File: config.mk
export PLATFORM = sky130hd
export DESIGN_NAME = scalar_mem_stage
export DESIGN_NICKNAME = d
export VERILOG_FILES = /design/src/rtl/scalar_mem_stage.sv
export SDC_FILE = /design/constraint.sdc
export NUM_CORES = 1
export LEC_CHECK = 0
export ABC_AREA = 0
export CORE_UTILIZATION = 43
export DETAILED_ROUTE_END_ITERATION = 6
export GPL_TIMING_DRIVEN = 0
export PLACE_DENSITY = 0.8
export SYNTH_ARGS = -nofsm -noshare
export SYNTH_HDL_FRONTEND = slang
export SYNTH_SLANG_ARGS = --single-unit
File: constraint.sdc
create_clock -name clk -period 2.2 [get_ports clk]
set_input_delay 0.66 -clock clk [delete_from_list [all_inputs] [get_ports clk]]
set_output_delay 0.66 -clock clk [all_outputs]
set_load 0.01 [all_outputs]
File: src/rtl/scalar_mem_stage.sv
// Scalar memory-access stage: passes ALU results through or runs one load/store over a
// req/ack memory port, then presents a single registered writeback entry.
module scalar_mem_stage #(
    parameter int DATA_W   = 36,
    parameter int REG_W    = 5,
    parameter int MAX_WAIT = 255
) (
    input  logic              clk,
    input  logic              rst,
    input  logic              flush,
    input  logic              in_valid,
    output logic              in_ready,
    input  logic [1:0]        in_op,
    input  logic [DATA_W-1:0] in_alu,
    input  logic [DATA_W-1:0] in_sdata,
    input  logic [REG_W-1:0]  in_rd,
    input  logic              in_wb_en,
    input  logic [2:0]        in_flags,
    output logic              mem_req,
    output logic              mem_we,
    output logic [DATA_W-1:0] mem_addr,
    output logic [DATA_W-1:0] mem_wdata,
    input  logic              mem_ack,
    input  logic [DATA_W-1:0] mem_rdata,
    output logic              wb_valid,
    input  logic              wb_ready,
    output logic [DATA_W-1:0] wb_data,
    output logic [REG_W-1:0]  wb_rd,
    output logic              wb_en,
    output logic [2:0]        wb_flags,
    output logic              mem_err
);

    localparam int CNT_W = $clog2(MAX_WAIT + 1);

    typedef enum logic {
        IDLE,
        MEM_WAIT
    } state_t;

    state_t             state;
    logic [CNT_W-1:0]   wait_cnt;
    logic               kill;
    logic [REG_W-1:0]   hold_rd;
    logic               hold_en;
    logic [2:0]         hold_flags;

    logic accept;
    logic is_mem;
    logic timeout;
    logic load_done;

    assign in_ready  = (state == IDLE) && !flush && (!wb_valid || wb_ready);
    assign accept    = in_valid && in_ready;
    assign is_mem    = (in_op == 2'b01) || (in_op == 2'b10);
    assign timeout   = !mem_ack && (wait_cnt == CNT_W'(MAX_WAIT - 1));
    assign load_done = mem_ack && !mem_we;

    always_ff @(posedge clk) begin
        if (rst) begin
            state      <= IDLE;
            wait_cnt   <= '0;
            kill       <= 1'b0;
            hold_rd    <= '0;
            hold_en    <= 1'b0;
            hold_flags <= '0;
            mem_req    <= 1'b0;
            mem_we     <= 1'b0;
            mem_addr   <= '0;
            mem_wdata  <= '0;
            wb_valid   <= 1'b0;
            wb_data    <= '0;
            wb_rd      <= '0;
            wb_en      <= 1'b0;
            wb_flags   <= '0;
            mem_err    <= 1'b0;
        end else begin
            if (wb_valid && wb_ready) begin
                wb_valid <= 1'b0;
            end
            case (state)
                IDLE: begin
                    if (flush) begin
                        wb_valid <= 1'b0;
                    end else if (accept) begin
                        if (is_mem) begin
                            mem_req    <= 1'b1;
                            mem_we     <= (in_op == 2'b10);
                            mem_addr   <= in_alu;
                            mem_wdata  <= in_sdata;
                            hold_rd    <= in_rd;
                            hold_en    <= in_wb_en;
                            hold_flags <= in_flags;
                            wait_cnt   <= '0;
                            kill       <= 1'b0;
                            state      <= MEM_WAIT;
                        end else begin
                            wb_valid <= 1'b1;
                            wb_data  <= in_alu;
                            wb_rd    <= in_rd;
                            wb_en    <= in_wb_en;
                            wb_flags <= in_flags;
                        end
                    end
                end
                MEM_WAIT: begin
                    if (mem_ack || timeout) begin
                        mem_req <= 1'b0;
                        kill    <= 1'b0;
                        state   <= IDLE;
                        if (!mem_ack) begin
                            mem_err <= 1'b1;
                        end
                        // A flush seen now or earlier in the wait discards the result.
                        if (!(kill || flush)) begin
                            wb_valid <= 1'b1;
                            wb_data  <= load_done ? mem_rdata : mem_addr;
                            wb_rd    <= hold_rd;
                            wb_en    <= load_done && hold_en;
                            wb_flags <= hold_flags;
                        end
                    end else begin
                        wait_cnt <= wait_cnt + CNT_W'(1);
                        if (flush) begin
                            kill <= 1'b1;
                        end
                    end
                end
                default: state <= IDLE;
            endcase
        end
    end

endmodule

## After elaboration in Yosys (flattened, before gate mapping)

Cells that the tools add are included.

- Bits in read-only memories: 0
- Logic and storage cells: 105
- Memories: 0
- Flip-flop bits (word level): 140
- Memory bits (writable): 0
- Latch bits: 0

- Divide/modulo/power cells: 0
- Multipliers: 0
- Muxes and demuxes: 53
- Order comparisons: 0
- Eq/ne operators: 11
- Reduce and logical (&&, ||, !) cells: 21
- Add/subtract/negate cells: 1
- Bitwise operators: 3
- Shift-type cells: 0

Operator list:

| operator | count |
|---|---|
| 2-to-1 mux 36 bit | 6 |
| case mux 36 bit (2 select lines) | 1 |
| 2-to-1 mux 8 bit | 4 |
| 2-to-1 mux 5 bit | 5 |
| 2-to-1 mux 1 bit | 24 |
| case mux 8 bit (2 select lines) | 1 |
| AND reduction 4 bit | 4 |
| 2-to-1 mux 3 bit | 5 |
| != test 2 bit, second input constant | 6 |
| case mux 1 bit (2 select lines) | 5 |
| case mux 5 bit (2 select lines) | 1 |
| adder 8 x 1 -> 8 bit, second input constant | 1 |
| == test 8 bit, second input constant | 1 |
| logical AND 1 bit | 7 |
| case mux 3 bit (2 select lines) | 1 |
| AND reduction 5 bit | 1 |
| logical NOT 1 bit | 4 |
| logical OR 1 bit | 4 |
| != test 3 x 2 -> 1 bit, second input constant | 1 |
| inverter 1 bit | 3 |
| AND reduction 3 bit | 1 |
| == test 2 x 1 -> 1 bit, second input constant | 1 |
| == test 2 bit, second input constant | 1 |
| != test 2 x 1 -> 1 bit, second input constant | 1 |

## Depth between registers and ports, before layout

- Depth in word-level cells: 7
- Gate-level depth with buffers: 8
- Gate-level depth less buffers: 6

## Worst setup path before layout

OpenSTA, ideal clock, no wires.

- Kind: input to register
- From: input port in_op[0]
- To: register wb_data[25]
- Arrival time: 1,811 ps
- Path slack: 257 ps
- Required time: 2,067 ps
- Library setup time: 133 ps
- Cell stages on the path: 6
- Cell sequence: inv_1 -> ha_1 -> a41oi_2 -> clkbuf_1 -> a2111o_1 -> a21oi_1

- Cells in the longest elaborated chain, start to end: 4

Ends and longest elaborated chain:

| what | line | RTL |
|---|---|---|
| from (decl) | 13 | `input logic [1:0] in_op,` |
| == test 2 x 1 -> 1 bit or == test 2 bit (tied branches) | 55 | `assign is_mem = (in_op == 2'b01) \|\| (in_op == 2'b10);` |
| logical OR 1 bit * | 55 |  |
| != test 2 bit (no line) * | - |  |
| AND reduction 5 bit (no line) * | - |  |
| to (signal assigned) | 99 | `wb_data <= in_alu;` |
| to (signal assigned) | 117 | `wb_data <= load_done ? mem_rdata : mem_addr;` |
| to (decl) | 27 | `output logic [DATA_W-1:0] wb_data,` |

Mark *: on every way between the ends. The rest lies on a longest branch, timed or not.
A chain may end at the register's enable or synchronous reset.

## Final worst setup path

- From: input port in_op[0]
- To: register wb_data[19]

The elaborated chain is that of the path after synthesis.

==> metrics.yaml <==
path_buf_inv: 4
power_per_cell_area_mw_per_mm2: 715
finClkSkew_ns: 0.00629
synthAdderAreaFrac: 0.00615
grt_max_degree: 17
worstReg2RegEnd: "wb_rd[2]"
reg2reg_slack_ns: 0.23
ys_seq_area_frac: 0.459
gp_congestion: 0.885
cp-startpoint: "in_op[0]"
hold_path.class: "flop to flop"
crit_cells: 8
rsz0062_at_grt: "false"
endpoint: "wb_data[19]"
fillers: 1146
status: "completed"
path_class: "input port to flop"
vias: 6458
max_cap_viol_count: 0
hold_buffers: 0
ys_types: 39
core_mm2: 0.0139
post-place-ws_ns: -0.742
synth_area_mm2: 0.00611
cp_top_family: "buffers and inverters"
rows: 43
post-dp-hpwl_mm: 15.2
n_antenna_cell: 0
startpoint_type: "input port"
wl_per_cell_um: 17.8
fin_crit_sh: 0.973
critPathSlowestCell: "clkdlybuf4s50_1"
start_util: 0.440
maxSlewViolCount: 0
finalSetupViolCount: 0
drive_gt1_frac: 0.0821
cts_tree: "built"
wl_mm: 21.2
cts-htree-levels: 4
areaGrowthSynthToFinish_pct: 56.3
hold_violations: 0
syn_nets: 860
synth_xor_area_frac: 0
leakage_nw: 3.41
crit_fanout: 10
synthMuxAreaShare: 0.0721
grt_usage: 0.287
synth_top_family_by_area: "compound AO/OA/AOI/OAI gates"
grt_pass1_vias: 6123
die_w_um: 121
antenna_found_initial: 0
synthCells: 732
fin_tns_setup_ns: 0
synth-seq-cells: 140
vias_per_cell: 5.42
grt_pass1_wl_mm: 32.3
relSlewSlack: 0.554
cts_max_path_buffers: 2
crit_path_max_incr_delay_ns: 0.46
first_iter_violations: 427
cts_sinks: 140
finalCriticalPeriod_ns: 2.14
fmax_mhz: 467
path_clk_slew_ns: 0.06
cts_buffers: 17
setup_ws_ns: 0.0605
synth-compound-area-share: 0.248
reg2regPathDepth: 7
dieArea_mm2: 0.0147
dieHeight_um: 121
reg2reg_from: "wait_cnt[0]"
yosysWarningCount: 0
synthSimpleGateAreaFrac: 0.158
syn_area_per_cell_um2: 8.34
fin_util: 0.688
cts_root_buffer: "clkbuf_16"
drt_first_pass_iters: 5
antenna_left: 0
ir_worst_vdd_uv: 464
drc: 0
hold_slack_ns: 0.455
final_nets: 1127
grt-ovfl-total: 0
min_from: "hold_rd[4]"
crit_chain: "clkdlybuf4s50_1, inv_1, ha_4, a41oi_4, buf_6, clkbuf_4, a2111o_1, a21oi_1"
worstPathArrival_ns: 2.49
crit_required_ns: 2.55
pin_count: 247
endpoint_kind: "flop"
port_buffers: 245
worst_slew_pin_slew_ns: 0.669
clk_latency_ns: 0.42
total_power_mw: 6.83
-- cell usage in the layout, fill, tap and decap left out, drive strengths merged --
cell type,synthesis,layout
dfxtp,140,140
a21oi,135,135
and4b,1,1
a21boi,1,1
o31ai,1,1
nand3,7,7
a211oi,10,10
nand2,171,171
bufinv,0,3
and2b,2,2
o21ai,43,43
clkinv,0,1
or3,1,1
nand4,1,1
ha,3,3
buf,25,26
a221oi,1,1
a311oi,4,4
inv,5,5
nor2,41,41
dlymetal6s2s,0,2
a41o,1,1
nor3b,1,1
clkinvlp,0,1
dlygate4sd2,0,1
a2111o,37,37
nand3b,1,1
and4,1,1
a41oi,2,2
clkbuf,40,69
clkdlybuf4s50,0,241
and2,2,2
o211ai,2,2
and3,2,2
mux2i,44,44
nand2b,3,3
a21o,1,1
nor3,1,1
a31o,1,1
nand4b,1,1
-- synthesized netlist by cell type --
cell      number  area share
a41oi_2        1      0.0027
a221oi_1       1      0.0014
a21boi_2       1      0.0018
nor3b_2        1      0.0020
or3_1          1      0.0010
o21ai_2        1      0.0014
o31ai_1        1      0.0012
clkbuf_1      40       0.025
a311oi_1       4      0.0057
nor3_1         1     0.00082
a211oi_1      10       0.012
mux2i_1       44       0.072
a21o_1         1      0.0012
nand3_1        7      0.0057
nor2_1        39       0.024
buf_6          9       0.017
and4_4         1      0.0018
and4b_1        1      0.0016
a41oi_1        1      0.0014
ha_1           3      0.0061
dfxtp_1      140        0.46
o21ai_1        7      0.0057
o211ai_1       2      0.0025
buf_2         16       0.013
nand3b_1       1      0.0012
a31o_1         1      0.0014
inv_1          5      0.0031
a2111o_1      37       0.068
a41o_1         1      0.0016
o21ai_0       35       0.029
nor2_2         2      0.0020
and3_1         2      0.0020
and2_1         2      0.0020
a21oi_1      135        0.11
nand4b_1       1      0.0014
nand2b_1       3      0.0031
nand2_1      171        0.11
nand4_1        1      0.0010
and2b_1        2      0.0025
-- worst register-to-register path, cell delays in order, from the launching register on --
cell      delay, ns
dfxtp_1        0.32
inv_1          0.10
ha_1           0.20
nand3_1        0.17
o21ai_2        0.39
buf_2          0.34
a21oi_1        0.10
a211oi_1       0.25
-- per-layer routing --
metal,global-route usage,share of wire
met4,0.115,0.025
met2,0.469,0.48
met5,0,0
met3,0.0747,0.072
met1,0.360,0.42
-- worst min path at each step --
stage,end,cells after the start
final,hold_rd[4],2
after floorplan,hold_flags[0],2
after CTS,hold_flags[2],2
after global routing,mem_wdata[18],2
after detailed placement,mem_wdata[9],2
after global placement,mem_wdata[18],2
-- cell type report --
| class | count | area, um^2 | share of cell area |
|---|---|---|---|
| clock inverters | 5 | 103 | 0.0107 |
| multi-input cells | 522 | 3000 | 0.314 |
| inverters | 5 | 18.8 | 0.00197 |
| repair buffers | 250 | 2490 | 0.261 |
| plain buffers | 63 | 374 | 0.0392 |
| flip-flops and latches | 140 | 2800 | 0.294 |
| clock buffers | 26 | 529 | 0.0554 |
| well taps | 180 | 225 | 0.0236 |
-- power breakdown --
part / switching (mW) / total [mW] / internal, mW / leakage, nW
Clock: 1.04 / 3.03 / 1.99 / 0.309
Sequential: 0.0689 / 2.72 / 2.65 / 1.14
Combinational: 0.508 / 1.08 / 0.570 / 1.96
-- repair_timing --
action | in CTS | in global routing
setup buffers | 5 | 0
pin swaps | 0 | 1
endpoints found under the setup margin | 136 | 126
gates resized for setup | 22 | 27
-- through the flow --
step,cells,area [um^2]
finish,1191,9550
global route,1191,9550
CTS,1193,9500
detailed placement,1157,8790
global placement,1157,8790
floorplan,732,6110
-- cell families after synthesis --
kind of cell / count (synthesis)
multiplexers: 44
AND/OR/NAND/NOR: 236
adder cells (fa/ha/maj): 3
buffers and inverters: 70
flip-flops: 140
AO/OA/AOI/OAI: 239
-- flip-flops by register name (all words and copies together) (netlist names) --
name        cells
hold_en         1
kill            1
wb_valid        1
hold_rd         5
wb_en           1
mem_addr       36
wb_flags        3
mem_req         1
hold_flags      3
wait_cnt        8
mem_err         1
mem_wdata      36
wb_rd           5
wb_data        36
mem_we          1
state           1
(Power assumes the default switching activity.)
